--- config.mk ---
export PLATFORM = sky130hd
export DESIGN_NAME = alu_op_queue_flat
export DESIGN_NICKNAME = d
export VERILOG_FILES = /design/src/rtl/alu_op_queue_if.sv /design/src/rtl/alu_op_queue.sv /design/src/flat_wrapper.sv
export SDC_FILE = /design/constraint.sdc
export NUM_CORES = 1
export LEC_CHECK = 0
export ABC_AREA = 1
export CAP_MARGIN = 10
export CELL_PAD_IN_SITES_DETAIL_PLACEMENT = 0
export CELL_PAD_IN_SITES_GLOBAL_PLACEMENT = 1
export CORE_MARGIN = 5
export CORE_UTILIZATION = 38
export DETAILED_ROUTE_END_ITERATION = 10
export PLACE_DENSITY_LB_ADDON = 0.12
export SLEW_MARGIN = 15
export SYNTH_ARGS = -nofsm -noshare
export SYNTH_HDL_FRONTEND = slang
export SYNTH_SLANG_ARGS = --single-unit
--- constraint.sdc ---
create_clock -name clk -period 9.14 [get_ports clk]
set_clock_uncertainty 0.05 [all_clocks]
set_input_delay 2.285 -clock clk [delete_from_list [all_inputs] [get_ports clk]]
set_output_delay 2.285 -clock clk [all_outputs]
set_load 0.1 [all_outputs]
--- src/rtl/alu_op_queue_if.sv ---
// Request, ALU-side and result handshake bundle for alu_op_queue.
// slave is the queue itself; master is the producer/ALU/consumer side.
interface alu_op_queue_if #(
   parameter int WIDTH = 64,
   parameter int OPW   = 4
);
   logic             in_valid;
   logic             in_ready;
   logic [WIDTH-1:0] in_a;
   logic [WIDTH-1:0] in_b;
   logic [OPW-1:0]   in_op;
   logic [WIDTH-1:0] alu_a;
   logic [WIDTH-1:0] alu_b;
   logic [OPW-1:0]   alu_op;
   logic [WIDTH-1:0] alu_result;
   logic             alu_carry;
   logic             out_valid;
   logic             out_ready;
   logic [WIDTH-1:0] out_result;
   logic             out_carry;
   logic [OPW-1:0]   out_op;
   logic             out_divz;

   modport slave (
      input  in_valid, in_a, in_b, in_op, alu_result, alu_carry, out_ready,
      output in_ready, alu_a, alu_b, alu_op, out_valid, out_result, out_carry, out_op, out_divz
   );

   modport master (
      output in_valid, in_a, in_b, in_op, alu_result, alu_carry, out_ready,
      input  in_ready, alu_a, alu_b, alu_op, out_valid, out_result, out_carry, out_op, out_divz
   );
endinterface

--- src/rtl/alu_op_queue.sv ---
// DEPTH-entry operand/command FIFO feeding an external ALU, with a registered result stage.
// Optional macro ALU_OP_QUEUE_DIVZ_CHECK_EN: saturate divide-by-zero results and flag them on out_divz.
module alu_op_queue #(
   parameter int DEPTH = 4,
   parameter int WIDTH = 64,
   parameter int OPW   = 4
) (
   input  logic                         clk,
   input  logic                         reset,
   alu_op_queue_if.slave                bus,
   output logic [$clog2(DEPTH+1)-1:0]   count
);
   localparam int CW = $clog2(DEPTH + 1);
   localparam int AW = $clog2(DEPTH);
   localparam logic [OPW-1:0] OP_DIV = OPW'(4'b0011);

   logic [WIDTH-1:0] r_mem_a  [DEPTH];
   logic [WIDTH-1:0] r_mem_b  [DEPTH];
   logic [OPW-1:0]   r_mem_op [DEPTH];
   logic [AW-1:0]    r_wr_ptr;
   logic [AW-1:0]    r_rd_ptr;
   logic [CW-1:0]    r_count;

   logic             r_out_valid;
   logic [WIDTH-1:0] r_out_result;
   logic             r_out_carry;
   logic [OPW-1:0]   r_out_op;
   logic             r_out_divz;

   logic             w_push;
   logic             w_pop;
   logic             w_in_ready;
   logic [WIDTH-1:0] w_head_a;
   logic [WIDTH-1:0] w_head_b;
   logic [OPW-1:0]   w_head_op;
   logic [WIDTH-1:0] w_cap_result;
   logic             w_cap_carry;
   logic             w_cap_divz;

   // Full blocks pushes outright; a same-cycle pop never frees a slot for a push.
   assign w_in_ready = (r_count < CW'(DEPTH)) && !reset;
   assign w_push     = bus.in_valid && w_in_ready;
   assign w_pop      = (r_count != '0) && (!r_out_valid || bus.out_ready);

   assign w_head_a   = r_mem_a[r_rd_ptr];
   assign w_head_b   = r_mem_b[r_rd_ptr];
   assign w_head_op  = r_mem_op[r_rd_ptr];

   // Head entry drives the ALU; zeros when the queue is empty.
   always_comb begin
      bus.alu_a  = '0;
      bus.alu_b  = '0;
      bus.alu_op = '0;
      if (r_count != '0) begin
         bus.alu_a  = w_head_a;
         bus.alu_b  = w_head_b;
         bus.alu_op = w_head_op;
      end else begin
         bus.alu_a  = '0;
         bus.alu_b  = '0;
         bus.alu_op = '0;
      end
   end

   // Value captured into the result register on a pop.
   always_comb begin
      w_cap_result = bus.alu_result;
      w_cap_carry  = bus.alu_carry;
      w_cap_divz   = 1'b0;
`ifdef ALU_OP_QUEUE_DIVZ_CHECK_EN
      if ((w_head_op == OP_DIV) && (w_head_b == '0)) begin
         w_cap_result = '1;
         w_cap_carry  = 1'b0;
         w_cap_divz   = 1'b1;
      end else begin
         w_cap_result = bus.alu_result;
         w_cap_carry  = bus.alu_carry;
         w_cap_divz   = 1'b0;
      end
`else
      if (w_head_op == OP_DIV) begin
         w_cap_divz = 1'b0;
      end else begin
         w_cap_divz = 1'b0;
      end
`endif
   end

   // Storage is deliberately left uncleared by reset.
   always_ff @(posedge clk) begin
      if (w_push) begin
         r_mem_a[r_wr_ptr]  <= bus.in_a;
         r_mem_b[r_wr_ptr]  <= bus.in_b;
         r_mem_op[r_wr_ptr] <= bus.in_op;
      end else begin
         r_mem_a[r_wr_ptr]  <= r_mem_a[r_wr_ptr];
         r_mem_b[r_wr_ptr]  <= r_mem_b[r_wr_ptr];
         r_mem_op[r_wr_ptr] <= r_mem_op[r_wr_ptr];
      end
   end

   // Pointers and occupancy; pointers wrap naturally because DEPTH is a power of two.
   always_ff @(posedge clk) begin
      if (reset) begin
         r_wr_ptr <= '0;
         r_rd_ptr <= '0;
         r_count  <= '0;
      end else begin
         if (w_push) begin
            r_wr_ptr <= r_wr_ptr + AW'(1);
         end
         if (w_pop) begin
            r_rd_ptr <= r_rd_ptr + AW'(1);
         end
         case ({w_push, w_pop})
            2'b10:   r_count <= r_count + CW'(1);
            2'b01:   r_count <= r_count - CW'(1);
            default: r_count <= r_count;
         endcase
      end
   end

   // Result register: load on pop, drop valid once consumed with nothing behind it.
   always_ff @(posedge clk) begin
      if (reset) begin
         r_out_valid  <= 1'b0;
         r_out_result <= '0;
         r_out_carry  <= 1'b0;
         r_out_op     <= '0;
         r_out_divz   <= 1'b0;
      end else if (w_pop) begin
         r_out_valid  <= 1'b1;
         r_out_result <= w_cap_result;
         r_out_carry  <= w_cap_carry;
         r_out_op     <= w_head_op;
         r_out_divz   <= w_cap_divz;
      end else if (r_out_valid && bus.out_ready) begin
         r_out_valid  <= 1'b0;
      end else begin
         r_out_valid  <= r_out_valid;
      end
   end

   assign bus.in_ready   = w_in_ready;
   assign bus.out_valid  = r_out_valid;
   assign bus.out_result = r_out_result;
   assign bus.out_carry  = r_out_carry;
   assign bus.out_op     = r_out_op;
   assign bus.out_divz   = r_out_divz;
   assign count          = r_count;
endmodule

--- src/flat_wrapper.sv ---
// flat-port wrapper written by rule: the top's interface ports become plain ports
module alu_op_queue_flat 
#(
   parameter int DEPTH = 4,
   parameter int WIDTH = 64,
   parameter int OPW   = 4
)
  (clk, reset, count, bus_in_valid, bus_in_a, bus_in_b, bus_in_op, bus_alu_result, bus_alu_carry, bus_out_ready, bus_in_ready, bus_alu_a, bus_alu_b, bus_alu_op, bus_out_valid, bus_out_result, bus_out_carry, bus_out_op, bus_out_divz);
  alu_op_queue_if #(.WIDTH(WIDTH), .OPW(OPW)) bus_i ();
  input  logic clk;
  input  logic reset;
  output logic [$clog2(DEPTH+1)-1:0] count;
  input wire logic [$bits(bus_i.in_valid)-1:0] bus_in_valid;
  input wire logic [$bits(bus_i.in_a)-1:0] bus_in_a;
  input wire logic [$bits(bus_i.in_b)-1:0] bus_in_b;
  input wire logic [$bits(bus_i.in_op)-1:0] bus_in_op;
  input wire logic [$bits(bus_i.alu_result)-1:0] bus_alu_result;
  input wire logic [$bits(bus_i.alu_carry)-1:0] bus_alu_carry;
  input wire logic [$bits(bus_i.out_ready)-1:0] bus_out_ready;
  output wire logic [$bits(bus_i.in_ready)-1:0] bus_in_ready;
  output wire logic [$bits(bus_i.alu_a)-1:0] bus_alu_a;
  output wire logic [$bits(bus_i.alu_b)-1:0] bus_alu_b;
  output wire logic [$bits(bus_i.alu_op)-1:0] bus_alu_op;
  output wire logic [$bits(bus_i.out_valid)-1:0] bus_out_valid;
  output wire logic [$bits(bus_i.out_result)-1:0] bus_out_result;
  output wire logic [$bits(bus_i.out_carry)-1:0] bus_out_carry;
  output wire logic [$bits(bus_i.out_op)-1:0] bus_out_op;
  output wire logic [$bits(bus_i.out_divz)-1:0] bus_out_divz;
  assign bus_i.in_valid = bus_in_valid;
  assign bus_i.in_a = bus_in_a;
  assign bus_i.in_b = bus_in_b;
  assign bus_i.in_op = bus_in_op;
  assign bus_i.alu_result = bus_alu_result;
  assign bus_i.alu_carry = bus_alu_carry;
  assign bus_i.out_ready = bus_out_ready;
  assign bus_in_ready = bus_i.in_ready;
  assign bus_alu_a = bus_i.alu_a;
  assign bus_alu_b = bus_i.alu_b;
  assign bus_alu_op = bus_i.alu_op;
  assign bus_out_valid = bus_i.out_valid;
  assign bus_out_result = bus_i.out_result;
  assign bus_out_carry = bus_i.out_carry;
  assign bus_out_op = bus_i.out_op;
  assign bus_out_divz = bus_i.out_divz;
  alu_op_queue #(.DEPTH(DEPTH), .WIDTH(WIDTH), .OPW(OPW)) u_core (.clk(clk), .reset(reset), .bus(bus_i), .count(count));
endmodule
== After elaboration in Yosys (flattened, before gate mapping) ==
Memory sizes are Yosys's and may differ from the RTL's. A register that Yosys moved wholly into a read port is not among the register bits.
Cells that the tools add are included.
Storage, ports and cells
  memory bits (writable): 528
  output and inout bits: 207
  register bits: 77
  memories: 3
  word-level logic and storage cells: 50
  input port bits: 201
Memories
  u_core.r_mem_a: depth 4, bits a word 64, read ports 1, clocked after Yosys merged registers in 1, write ports 1, RTL line alu_op_queue.sv:17  | logic [WIDTH-1:0] r_mem_a [DEPTH];
  u_core.r_mem_b: depth 4, bits a word 64, read ports 1, clocked after Yosys merged registers in 1, write ports 1, RTL line alu_op_queue.sv:18  | logic [WIDTH-1:0] r_mem_b [DEPTH];
  u_core.r_mem_op: depth 4, bits a word 4, read ports 1, clocked after Yosys merged registers in 1, write ports 1, RTL line alu_op_queue.sv:19  | logic [OPW-1:0] r_mem_op [DEPTH];
Cells by class
  magnitude comparators: 1
  bitwise gates (word level): 3
  $add $sub $neg: 4
  reduce and logical (&&, ||, !) cells: 11
  eq/ne operators: 3
  mux-type cells: 18
Operator list (number)
  $mux W64: 4
  $mux W2: 6
  $mux W4: 2
  $pmux W3 S2: 1
  $mux W1: 5
  $add A2 B1 Y2 const B: 2
  $logic_and A1 B1 Y1: 4
  $reduce_bool A2 Y1: 2
  $add A3 B1 Y3 const B: 1
  $lt A3 B3 Y1 const B: 1
  $or A1 B1 Y1: 3
  $reduce_bool A3 Y1: 1
  $sub A3 B1 Y3 const B: 1
  $eq A2 B1 Y1 const B: 1
  $eq A2 B2 Y1 const B: 1
  $logic_not A1 Y1: 2
  $reduce_and A2 Y1: 1
  $logic_or A1 B1 Y1: 1
  $ne A0 B0 Y1: 1

== Longest topological paths before layout ==
  depth in word-level cells: 6
  depth in mapped cells: 14
  depth with buffers taken out: 13

== Worst setup path after synthesis ==
Ideal clock, no wire load.
  path type: input to register
  start: in reset
  end: mem u_core.r_mem_a[0][0] (enable)
  cell stages on the path: 3
  path buffers: 0
  data arrival time: 9.654 ns
  library setup time: 0.624 ns
  slack: -1.188 ns
  data required time: 8.466 ns
  cell sequence: nor2_1 > nand2_1 > nor2_1
Between the ends
  cells in the longest elaborated chain, start to end: 6
  elaborated cells on any way between the ends: 8
  classes of those cells: 3 x mux; 1 x bitwise; 4 x reduce/logical
RTL lines
  from (decl): RTL line flat_wrapper.sv:11  | input logic reset;
  $logic_not A1 Y1 *: RTL line alu_op_queue.sv:41  | assign w_in_ready = (r_count < CW'(DEPTH)) && !reset;
  $logic_and A1 B1 Y1 *: RTL line alu_op_queue.sv:41
  $logic_and A1 B1 Y1 *: RTL line alu_op_queue.sv:42  | assign w_push = bus.in_valid && w_in_ready;
  $mux W1 (on tied branches): RTL line alu_op_queue.sv:91, alu_op_queue.sv:96
  $mux W1 (not written as such) or $reduce_and A2 Y1 (tied branches)
  $or A1 B1 Y1 (no line) *
  to (decl): RTL line alu_op_queue.sv:17
Mark *: on every way between the ends. The rest lies on a longest branch, timed or not.

==> results by group <==
Status
  – Status: complete, no violations

Synthesis
  – Post-Synth XOR/XNOR Area: 0%
  – Synthesized cell area: 23340 um^2
  – Post-synthesis simple-gate area fraction: 11.53%
  – Netlist cell types: 20
  – #FFs+latches synth: 607
  – Synth Area in Compound Gates: 9.929%
  – Syn_area_per_cell: 11.93 um^2
  – Adder-cell share of the synthesized area: 0.3538%
  – Ys Warns: 0
  – Sequential cell area fraction in the yosys report: 74.71%
  – Post-Syn Nets: 2163
  – Synth Instances: 1956
  – Post-synthesis mux area share: 0%
  – Largest family of logic cells by synthesized area: simple AND/OR/NAND/NOR gates

STA
  – FMAX: 0.1489 GHz
  – Final setup vio count: 0
  – Period utilisation layout: 73.48%
  – RSZ-0062 raised after global routing: false
  – Hold Fails Final Rpt: 0
  – Post-route minimum period: 6.716 ns
  – Slew Limit Fails: 0
  – Rel. slew slack: 22.79%
  – Worst-Margin Slew: 1.154 ns

Placed design
  – Gpl congestion: 0.7568
  – Post-DP HPWL: 35.43 mm
  – IO buf count: 406
  – Post-DP Area: 27970 um^2

Clock network
  – CTS tree: built
  – Clock buffer depth: 3
  – Worst-path clk slew: 0.05 ns
  – Post-CTS Resized: 0
  – Worst skew pair latency: 0.58 ns
  – Clk root buf: clkbuf_16
  – Clock sinks: 607
  – H-tree levels: 3
  – Hold-fix buffers, CTS: 0
  – Post-CTS setup buffers: 0
  – TritonCTS buffer count: 68

Floorplanning
  – Core Area: 60580 um^2
  – I/O pin count: 408
  – Row Count: 90
  – Die ar.: 66470 um^2
  – Initial Util: 38.52%
  – Height of the die: 257.8 um
  – Die width: 257.8 um

Drt
  – Drt wl/cell: 19.62 um
  – Initial DRC count: 917
  – Residual DRC: 0
  – DRT antenna net count: 0
  – Aggregate routed wire length: 61.97 mm
  – DR vias/cell: 4.919
  – TritonRoute pass-1 iters: 7
  – Vias: 15540

Setup path
  – R2R cell count: 4
  – Worst path required time: 6.81 ns
  – R2R Setup Slk: 6.28 ns
  – Reg2reg end: u_core.r_mem_b[3][28]
  – Reg2reg start: u_core.count[2]
  – CP startpoint kind: register
  – Crit path max fanout: 102
  – CP Class: register to output port
  – Worst setup EP type: output port
  – WP data arrival: 4.38 ns

Global route
  – Overflow after GRT: 0
  – Vias in the first global route: 14760
  – First-pass GRT wire length: 91.95 mm
  – Initial antenna violation count: 11
  – Pin count of the biggest net entering global routing: 130
  – Total GRT Usage: 17.92%

Min path
  – Hold Crit Class: register to register
  – Worst Hold Path EP: u_core.bus.out_result[38]
  – Hold path depth: 2
  – HP Start: u_core.bus.out_result[38]

Layout
  – Area Growth Syn to Fin: 28.56%
  – Most frequent cells in the layout: nor2_1 (657), edfxtp_1 (528), clkdlybuf4s50_1 (406)
  – Layout Nets: 2536
  – Most common cell after layout, fill and taps aside: nor2_1
  – Cell area after layout: 30000 um^2
  – Layout cells sized above 1: 4.979%

Run
  – Max Cap Viol: 0
layer usage:
metal / up-vias / track usage (%) / part of all wire [%]
li1: 7558 / - / -
met1: 7499 / 22.87 / 43
met2: 380 / 29.91 / 49
met3: 91 / 5.784 / 6.7
met4: 10 / 4.494 / 1.7
met5: - / 0 / 0.12
worst max-delay path, cell delays in order (launching register included):
cell	delay, ns
dfxtp_4	0.62
inv_6	0.53
buf_4	0.75
o21ai_0	0.26
a21oi_1	0.24
clkdlybuf4s50_1	1.17
logic make-up (layout without fill, tap and decap cells):
logic type / count (synthesis) / in the layout
fa+ha+maj: 6 / 6
compound gates: 463 / 463
flops: 607 / 607
simple gates: 713 / 713
buf+inv: 166 / 580
other cells: 1 / 8
worst max-delay path by stage:
stage	startpoint	endpoint	slack (ns)
after floorplan	reset	u_core.r_mem_a[0][0]	-1.19
after global placement	reset	bus_in_ready	2.75
after detailed placement	reset	bus_in_ready	2.73
after CTS	register	bus_alu_b[52]	2.35
after global routing	register	bus_alu_b[19]	2.17
final	register	bus_alu_b[52]	2.42
sequential cells by signal, summed over array words and instances (netlist names), named ones only:
| register | count |
|---|---|
| u_core.r_mem_a | 256 |
| u_core.r_mem_b | 256 |
| u_core.bus.out_result | 64 |
| u_core.r_mem_op | 16 |
| u_core.bus.out_op | 4 |
| u_core.count | 3 |
| u_core.r_rd_ptr | 2 |
| u_core.r_wr_ptr | 2 |
| u_core.bus.out_carry | 1 |
| u_core.bus.out_valid | 1 |
cell type report:
type	instances	area, um^2
diodes	7	17.52
clock buffers	87	1857
clock inverters	24	163.9
fillers	5396	30580
inverters	41	163.9
multi-input cells	1183	5125
flip-flops and latches	607	17440
well taps	782	978.4
repair buffers	428	4254
synthesized netlist by cell type:
master / count / area, um^2
ha_1: 5 / 62.56
nor2_1: 661 / 2481
edfxtp_1: 528 / 15860
inv_2: 4 / 15.01
o21ai_1: 53 / 265.3
buf_4: 33 / 247.7
nand3_1: 10 / 50.05
nand2_1: 41 / 153.9
buf_1: 5 / 18.77
inv_1: 37 / 138.9
nand2_2: 1 / 6.260
buf_6: 2 / 22.52
fa_1: 1 / 20.02
conb_1: 1 / 3.750
clkbuf_1: 49 / 183.9
buf_2: 33 / 165.2
dfxtp_1: 79 / 1582
clkbuf_2: 3 / 15.01
o21ai_0: 273 / 1366
a21oi_1: 137 / 685.7
stage by stage:
stage          setup WS [ns]  hold slack [ns]  instances  setup TNS (ns)  util [%]
5_1_grt                2.165           0.4488       3156               0     49.51
2_1_floorplan         -1.188           0.4088       1956         -627.02         -
3_5_place_dp           2.730           0.4218       3041               0     46.16
4_1_cts                2.349           0.4346       3152               0     49.50
3_3_place_gp           2.754           0.4130       3041               0     46.16
6_report               2.424           0.4300       3159               0     49.53
Power is left out: the tool's default activity adds up to more than one toggle a clock period on the data nets, which glitch-free logic cannot reach.
